**src/rtl/alu_pkg.sv**
```systemverilog
// Shared types for the ALU result path: flag bit positions, flag vector and FIFO entry.
package alu_pkg;

  localparam int unsigned ALU_WIDTH = 32;
  localparam int unsigned FLAG_W    = 4;

  localparam int unsigned FLAG_C = 0;
  localparam int unsigned FLAG_N = 1;
  localparam int unsigned FLAG_Z = 2;
  localparam int unsigned FLAG_V = 3;

  typedef logic [FLAG_W-1:0] alu_flags_t;

  typedef struct packed {
    logic [ALU_WIDTH-1:0] y;
    alu_flags_t           f;
  } alu_entry_t;

endpackage

```
**src/rtl/alu_result_ram.sv**
```systemverilog
// Entry storage for the ALU result FIFO: one synchronous write port, one
// asynchronous read port, no reset (contents only visible through valid entries).
module alu_result_ram #(
  parameter int unsigned DEPTH = 4,
  parameter int unsigned DW    = 36
) (
  input  logic                     clk,
  input  logic                     we,
  input  logic [$clog2(DEPTH)-1:0] waddr,
  input  logic [DW-1:0]            wdata,
  input  logic [$clog2(DEPTH)-1:0] raddr,
  output logic [DW-1:0]            rdata
);

  logic [DW-1:0] mem [DEPTH];

  // Write port
  always_ff @(posedge clk) begin
    if (we) mem[waddr] <= wdata;
  end

  // Fall-through read of the addressed entry
  assign rdata = mem[raddr];

endmodule

```
**src/rtl/alu_result_fifo.sv**
```systemverilog
// ALU result FIFO: buffers Y and {V,Z,N,C} flags between the ALU and the
// writeback consumer with first-word fall-through on the output side.
// Optional sticky status accumulation enabled by ALU_RESULT_FIFO_STICKY_EN.
module alu_result_fifo
  import alu_pkg::*;
#(
  parameter int unsigned WIDTH = ALU_WIDTH,
  parameter int unsigned DEPTH = 4
) (
  input  logic                     clk,
  input  logic                     rst,
  input  logic                     in_valid,
  output logic                     in_ready,
  input  logic [WIDTH-1:0]         in_y,
  input  logic                     in_cout,
  input  logic                     in_neg,
  input  logic                     in_zero,
  input  logic                     in_ovf,
  output logic                     out_valid,
  input  logic                     out_ready,
  output logic [WIDTH-1:0]         out_y,
  output logic [3:0]               out_flags,
  output logic [$clog2(DEPTH):0]   count,
  input  logic                     clr_sticky,
  output logic [3:0]               sticky_flags
);

  localparam int unsigned PTR_W = $clog2(DEPTH);
  localparam int unsigned CNT_W = $clog2(DEPTH) + 1;
  localparam int unsigned ENT_W = $bits(alu_entry_t);

  logic [PTR_W-1:0] wr_ptr;
  logic [PTR_W-1:0] rd_ptr;
  logic             push;
  logic             pop;
  alu_flags_t       in_flags;
  alu_entry_t       wr_entry;
  alu_entry_t       rd_entry;
  logic [ENT_W-1:0] rd_raw;

  // Handshake decode straight from the held-entry count
  assign in_ready  = (count != CNT_W'(DEPTH));
  assign out_valid = (count != CNT_W'(0));
  assign push      = in_valid && in_ready;
  assign pop       = out_valid && out_ready;

  // Flags are stored exactly as the ALU reported them
  always_comb begin
    in_flags         = '0;
    in_flags[FLAG_C] = in_cout;
    in_flags[FLAG_N] = in_neg;
    in_flags[FLAG_Z] = in_zero;
    in_flags[FLAG_V] = in_ovf;
    wr_entry.y       = ALU_WIDTH'(in_y);
    wr_entry.f       = in_flags;
  end

  // Pointer and occupancy tracking; power-of-two depth wraps pointers naturally
  always_ff @(posedge clk or posedge rst) begin
    if (rst) begin
      wr_ptr <= '0;
      rd_ptr <= '0;
      count  <= '0;
    end else begin
      if (push) wr_ptr <= wr_ptr + PTR_W'(1);
      if (pop)  rd_ptr <= rd_ptr + PTR_W'(1);
      if (push && !pop)      count <= count + CNT_W'(1);
      else if (pop && !push) count <= count - CNT_W'(1);
    end
  end

  alu_result_ram #(
    .DEPTH (DEPTH),
    .DW    (ENT_W)
  ) u_ram (
    .clk   (clk),
    .we    (push),
    .waddr (wr_ptr),
    .wdata (wr_entry),
    .raddr (rd_ptr),
    .rdata (rd_raw)
  );

  // Head entry, masked to zero while the FIFO is empty
  always_comb begin
    rd_entry  = alu_entry_t'(rd_raw);
    out_y     = '0;
    out_flags = '0;
    if (out_valid) begin
      out_y     = WIDTH'(rd_entry.y);
      out_flags = rd_entry.f;
    end
  end

`ifdef ALU_RESULT_FIFO_STICKY_EN
  // Sticky status: clear wins over history, but a same-cycle push still lands
  always_ff @(posedge clk or posedge rst) begin
    if (rst) begin
      sticky_flags <= '0;
    end else if (clr_sticky) begin
      sticky_flags <= push ? in_flags : 4'b0;
    end else if (push) begin
      sticky_flags <= sticky_flags | in_flags;
    end
  end
`else
  logic unused_clr_sticky;
  assign unused_clr_sticky = clr_sticky;
  assign sticky_flags      = 4'b0;
`endif

endmodule

```
**config.mk**
```make
export PLATFORM = sky130hd
export DESIGN_NAME = alu_result_fifo
export DESIGN_NICKNAME = d
export VERILOG_FILES = /design/src/rtl/alu_pkg.sv /design/src/rtl/alu_result_ram.sv /design/src/rtl/alu_result_fifo.sv
export SDC_FILE = /design/constraint.sdc
export NUM_CORES = 1
export LEC_CHECK = 0
export CAP_MARGIN = 20
export CELL_PAD_IN_SITES_DETAIL_PLACEMENT = 1
export CELL_PAD_IN_SITES_GLOBAL_PLACEMENT = 2
export CORE_MARGIN = 4
export CORE_UTILIZATION = 52
export DETAILED_ROUTE_END_ITERATION = 6
export DONT_BUFFER_PORTS = 1
export HOLD_SLACK_MARGIN = 0.15
export PLACE_DENSITY_LB_ADDON = 0.12
export RECOVER_POWER = 25
export SYNTH_ARGS = -nofsm -noshare
export SYNTH_HDL_FRONTEND = slang
export SYNTH_SLANG_ARGS = --single-unit
export TNS_END_PERCENT = 100
```
**constraint.sdc**
```tcl
create_clock -name clk -period 3.3 [get_ports clk]
set_input_delay 0.33 -clock clk [delete_from_list [all_inputs] [get_ports clk]]
set_output_delay 0.33 -clock clk [all_outputs]
set_load 0.05 [all_outputs]
```
**Word level (Yosys, flattened, before mapping)**

Memories as Yosys holds them, arrays and structs flattened.
Index checks and enable logic that the tools add are counted.

- Latch bits: 0
- Memories kept: 1
- Register bits after elaboration: 7
- Bits of input ports: 41
- Memory bits (writable): 144
- Logic and storage cells: 23
- ROM bits: 0
- Output and inout port bits: 45

- Reduce and logical (&&, ||, !) cells: 8
- Multipliers: 0
- Divide/modulo/power cells: 0
- Muxes and demuxes: 6
- Eq/ne operators: 1
- Shift-type cells: 0
- Order comparisons: 0
- Add/subtract/negate cells: 4
- Bitwise operators: 0

Memories:

| name | words | bits a word | read ports | clocked after memory_dff | wr ports | line | text |
|---|---|---|---|---|---|---|---|
| u_ram.mem | 4 | 36 | 1 | 0 | 1 | alu_result_ram.sv:15 | `logic [DW-1:0] mem [DEPTH];` |

Operators by type and width:

| operator | number |
|---|---|
| $mux 32 | 1 |
| $mux 3 | 2 |
| $add 2x1->2 const B | 2 |
| $logic_and 1x1->1 | 4 |
| $mux 4 | 1 |
| $add 3x1->3 const B | 1 |
| $ne 3x3->1 const B | 1 |
| $reduce_bool 3->1 | 1 |
| $sub 3x1->3 const B | 1 |
| $logic_not 1->1 | 2 |
| $mux 1 | 2 |
| $reduce_bool 2->1 | 1 |

**Longest topological paths before layout**

- Depth in word-level cells: 6
- Depth in mapped cells: 9
- Depth with buffers taken out: 8

**Modules after synthesis**

From an unflattened synthesis, not the netlist that was laid out.

- Cell total of the unflattened synthesis: 263
- Area total of the unflattened synthesis: 5928.2 sq um

Modules (own cells, without submodules):

| module | sequential area each (sq um) | cells each | times used | area each (sq um) |
|---|---|---|---|---|
| alu_result_ram | 4324.1 | 192 | 1 | 5280.1 |
| alu_result_fifo | 175.2 | 71 | 1 | 648.1 |

**Worst setup path before layout**

OpenSTA, ideal clock, no wires.

- Path type: register -> register
- From: register count[0]
- To: memory u_ram.mem[0][0], enable pin
- Path buffers: 0
- Arrival time: 2046 ps
- Required time: 2903 ps
- Cell stages (with the launch flop): 4
- Clock period less this slack: 2442 ps
- Library setup time: 397 ps
- Path slack: 858 ps
- Path through: dfrtp_1 -> nor2_1 -> a21boi_2 -> and2_1

- Longest elaborated chain between the ends: 4

Ends and longest elaborated chain:

| item | line | text |
|---|---|---|
| from (decl) | alu_result_fifo.sv:23 | `output logic [$clog2(DEPTH):0] count,` |
| from (signal assigned) | alu_result_fifo.sv:67 | `if (push && !pop) count <= count + CNT_W'(1);` |
| from (signal assigned) | alu_result_fifo.sv:68 | `else if (pop && !push) count <= count - CNT_W'(1);` |
| $ne 3x3->1 | alu_result_fifo.sv:42 | `assign in_ready = (count != CNT_W'(DEPTH));` |
| $logic_and 1x1->1 | alu_result_fifo.sv:44 | `assign push = in_valid && in_ready;` |
| via push | alu_result_fifo.sv:34 | `logic push;` |
| $mux 1 | alu_result_ram.sv:19 | `if (we) mem[waddr] <= wdata;` |
| $mux 1 (implied by the code) | alu_result_ram.sv:19 |  |
| to (decl) | alu_result_ram.sv:15 |  |

The timed path passes the listed nets, and every way through them passes these cells.

**Final worst setup path**

- From: register count[1]
- To: output port out_y[10]

- Longest elaborated chain between the ends: 2

Ends and longest elaborated chain:

| item | line | text |
|---|---|---|
| $reduce_bool 3->1 | alu_result_fifo.sv:43 | `assign out_valid = (count != CNT_W'(0));` |
| $mux 32 | alu_result_fifo.sv:89 | `if (out_valid) begin` |
| to (decl) | alu_result_fifo.sv:21 | `output logic [WIDTH-1:0] out_y,` |

No other way between the ends.

==> flow_metrics.env <==
export IMPL_yosys_top_cells_area="edfxtp_1 73%, mux4_2 14%, and2_1 4.2%"
export IMPL_worstSetupPathType="flip-flop to output port"
export IMPL_port_buffers=0
export IMPL_critical_path_slowest_cell="dfrtp_1"
export IMPL_placed_cell_area_mm2=0.006107
export IMPL_track_usage_pct=17.55
export IMPL_drv_slew=0
export IMPL_synth_top_area_share_pct=73.41
export IMPL_area_growth_pct=20.09
export IMPL_yosys_warnings=0
export IMPL_vias=2595
export IMPL_cts_resized=0
export IMPL_ant_nets=0
export IMPL_detail_route_drc_violations=0
export IMPL_synthTopCellsByCount="144 x edfxtp_1, 40 x and2_1, 36 x mux4_2"
export IMPL_setup_viol=0
export IMPL_slew_headroom_pct=59.77
export IMPL_worst_setup_path_start_kind="flip-flop"
export IMPL_finish_instance_area_mm2=0.007074
export IMPL_hold_viol_final=0
export IMPL_synth_edf_count=144
export IMPL_gp_congestion=0.7202
export IMPL_grt_max_degree=39
export IMPL_worstPathMaxFanout=38
export IMPL_gr_total_overflow=0
export IMPL_fp_row_count=38
export IMPL_timing_rr_start="count[1]"
export IMPL_synth_area_per_cell_um2=21.90
export IMPL_grt_pass1_vias=2911
export IMPL_post_route_min_period_ps=2704
export IMPL_fmax_mhz=369.8
export IMPL_root_buffer="clkbuf_16"
export IMPL_antenna_cells=0
export IMPL_hp_class="input port to flip-flop"
export IMPL_post_route_period_util_pct=81.95
export IMPL_crit_family="simple AND/OR/NAND/NOR gates"
export IMPL_fin_util_pct=64.41
export IMPL_cts_max_level=4
export IMPL_cts_sinks=151
export IMPL_ys_seq_elements=151
export IMPL_drv_cap=0
export IMPL_clkLatencyLatePin_ps=410
export IMPL_min_delay_start="in_valid"
export IMPL_place_hpwl_um=6134
export IMPL_syn_area_mm2=0.005891
export IMPL_synthFlopType="edfxtp_1"
export IMPL_drive_above_1_share_pct=25.37
export IMPL_synth_area_leader_cell="edfxtp_1"
export IMPL_min_to="wr_ptr[0]"
export IMPL_synth_cells=269
export IMPL_dieHeight_um=114.4
export IMPL_cts_buffers=17
export IMPL_antenna_found_initial=0
export IMPL_required_ps=2970
export IMPL_ys_seq_area_share_pct=76.38
export IMPL_synth_most_common_cell="edfxtp_1"
export IMPL_grt_util_met1_pct=20.51
export IMPL_dieArea_mm2=0.01310
export IMPL_first_pass_iters=4
export IMPL_grt_pass1_wl_um=16400
export IMPL_hold_depth=2
export IMPL_tns_ps=0
export IMPL_r2r_slack_ps=790
export IMPL_drt_wl_total_um=10480
export IMPL_boundaryPins=86
export IMPL_clock_path_buffers=2
export IMPL_top_usage_layer="met2"
export IMPL_synthArstFlopShare_pct=4.636
export IMPL_crit_path_end_kind="output port"
export IMPL_clkTransAtPathRegs_ps=60
export IMPL_core_area_mm2=0.01098
export IMPL_r2r_cells=8
export IMPL_cts_tree="built"
export IMPL_cp_depth=3
export IMPL_use_met3_pct=5.708
export IMPL_worstPathArrival_ps=2370
export IMPL_cp_slowest_stage_delay_ps=730
export IMPL_skew_ps=6.883
export IMPL_path_cells="or3_2, buf_4, and2_1"
export IMPL_crit_buf_inv=1
export IMPL_nNetsFinal=370
export IMPL_outcome="finished clean"
export IMPL_initialDrtViolationCount=79
export IMPL_die_x_um=114.4
export IMPL_start_util_pct=53.63
export IMPL_rsz0062_at_grt="no"
export IMPL_use_met2_pct=30.00
export IMPL_worst_pin_slew_ps=603.5
export IMPL_avgViaCountPerCell=5.463
export IMPL_reg2reg_to="count[2]"
export IMPL_wl_per_cell_um=22.06
export IMPL_yosys_cell_types_count=22
area by class of cell:
type	count	area [um^2]
fill	884	3909
sequential	151	4502
multi-input combinational	101	1277
clock inverter	12	153.9
tap	140	175.2
timing repair buffer	48	518.0
inverter	4	15.01
clock buffer	19	432.9
stage by stage:
stage	worst slack (ps)	instances	hold slack [ps]
floorplan	857.8	272	133.4
global placement	890.2	406	188.0
detailed placement	894.9	406	195.2
CTS	549.1	475	271.9
global route	489.2	475	282.8
finish	595.5	475	292.7
layout by cell type, fill, tap and decap left out, drive strengths merged:
| cell | count |
|---|---|
| clkinv | 5 |
| mux4 | 36 |
| xnor2 | 4 |
| clkinvlp | 3 |
| ha | 5 |
| or3 | 1 |
| fa | 1 |
| clkbuf | 19 |
| a21boi | 1 |
| conb | 4 |
| bufinv | 3 |
| inv | 5 |
| nand2 | 2 |
| and2 | 40 |
| edfxtp | 144 |
| nor2 | 2 |
| xor2 | 2 |
| dlygate4sd3 | 38 |
| mux2 | 2 |
| nand3 | 1 |
| dfrtp | 7 |
| buf | 10 |
worst max path at each step:
stage | startpoint | endpoint | slack [ps]
2_1_floorplan | count[0] | u_ram.mem[0][0] | 860
5_1_grt | count[1] | out_y[8] | 490
3_5_place_dp | count[1] | count[2] | 890
4_1_cts | count[1] | out_y[8] | 550
6_report | count[1] | out_y[10] | 600
3_3_place_gp | count[1] | count[2] | 890
routing by layer:
metal / vias to the layer above / wire length (um)
met2: 66 / 5649
li1: 1168 / -
met5: - / 0
met1: 1351 / 4108
met4: 0 / 135
met3: 10 / 584
cells by family (layout without fill, tap and decap cells):
logic type | after synthesis | in the layout | share of synthesized area, %
flip-flops | 151 | 151 | 76.38
XOR/XNOR | 6 | 6 | 0.8921
adder cells (fa/ha/maj) | 6 | 6 | 1.402
AND/OR/NAND/NOR | 46 | 46 | 4.694
other | 1 | 4 | 0.06366
AO/OA/AOI/OAI | 1 | 1 | 0.1912
buffers and inverters | 20 | 83 | 2.230
multiplexers | 38 | 38 | 14.15
worst reg2reg max path, stage by stage, from the launching register on:
cell     delay [ps]
dfrtp_1         610
or3_2           560
nand2_1         130
ha_1            210
inv_1            70
fa_1            380
xor2_1          190
nor2_1           70
xor2_1          140
sequential cells by signal, indices dropped and copies added, names as in the netlist:
name	cells
u_ram.mem	144
count	3
rd_ptr	2
wr_ptr	2
repair_timing:
action | CTS | global route
setup buffers | 0 | 0
endpoints found under the hold margin | 153 | 0
hold buffers | 38 | 0
Power is not shown: default switching activity piles up to over one toggle a cycle in this logic, so the estimate is an artifact.
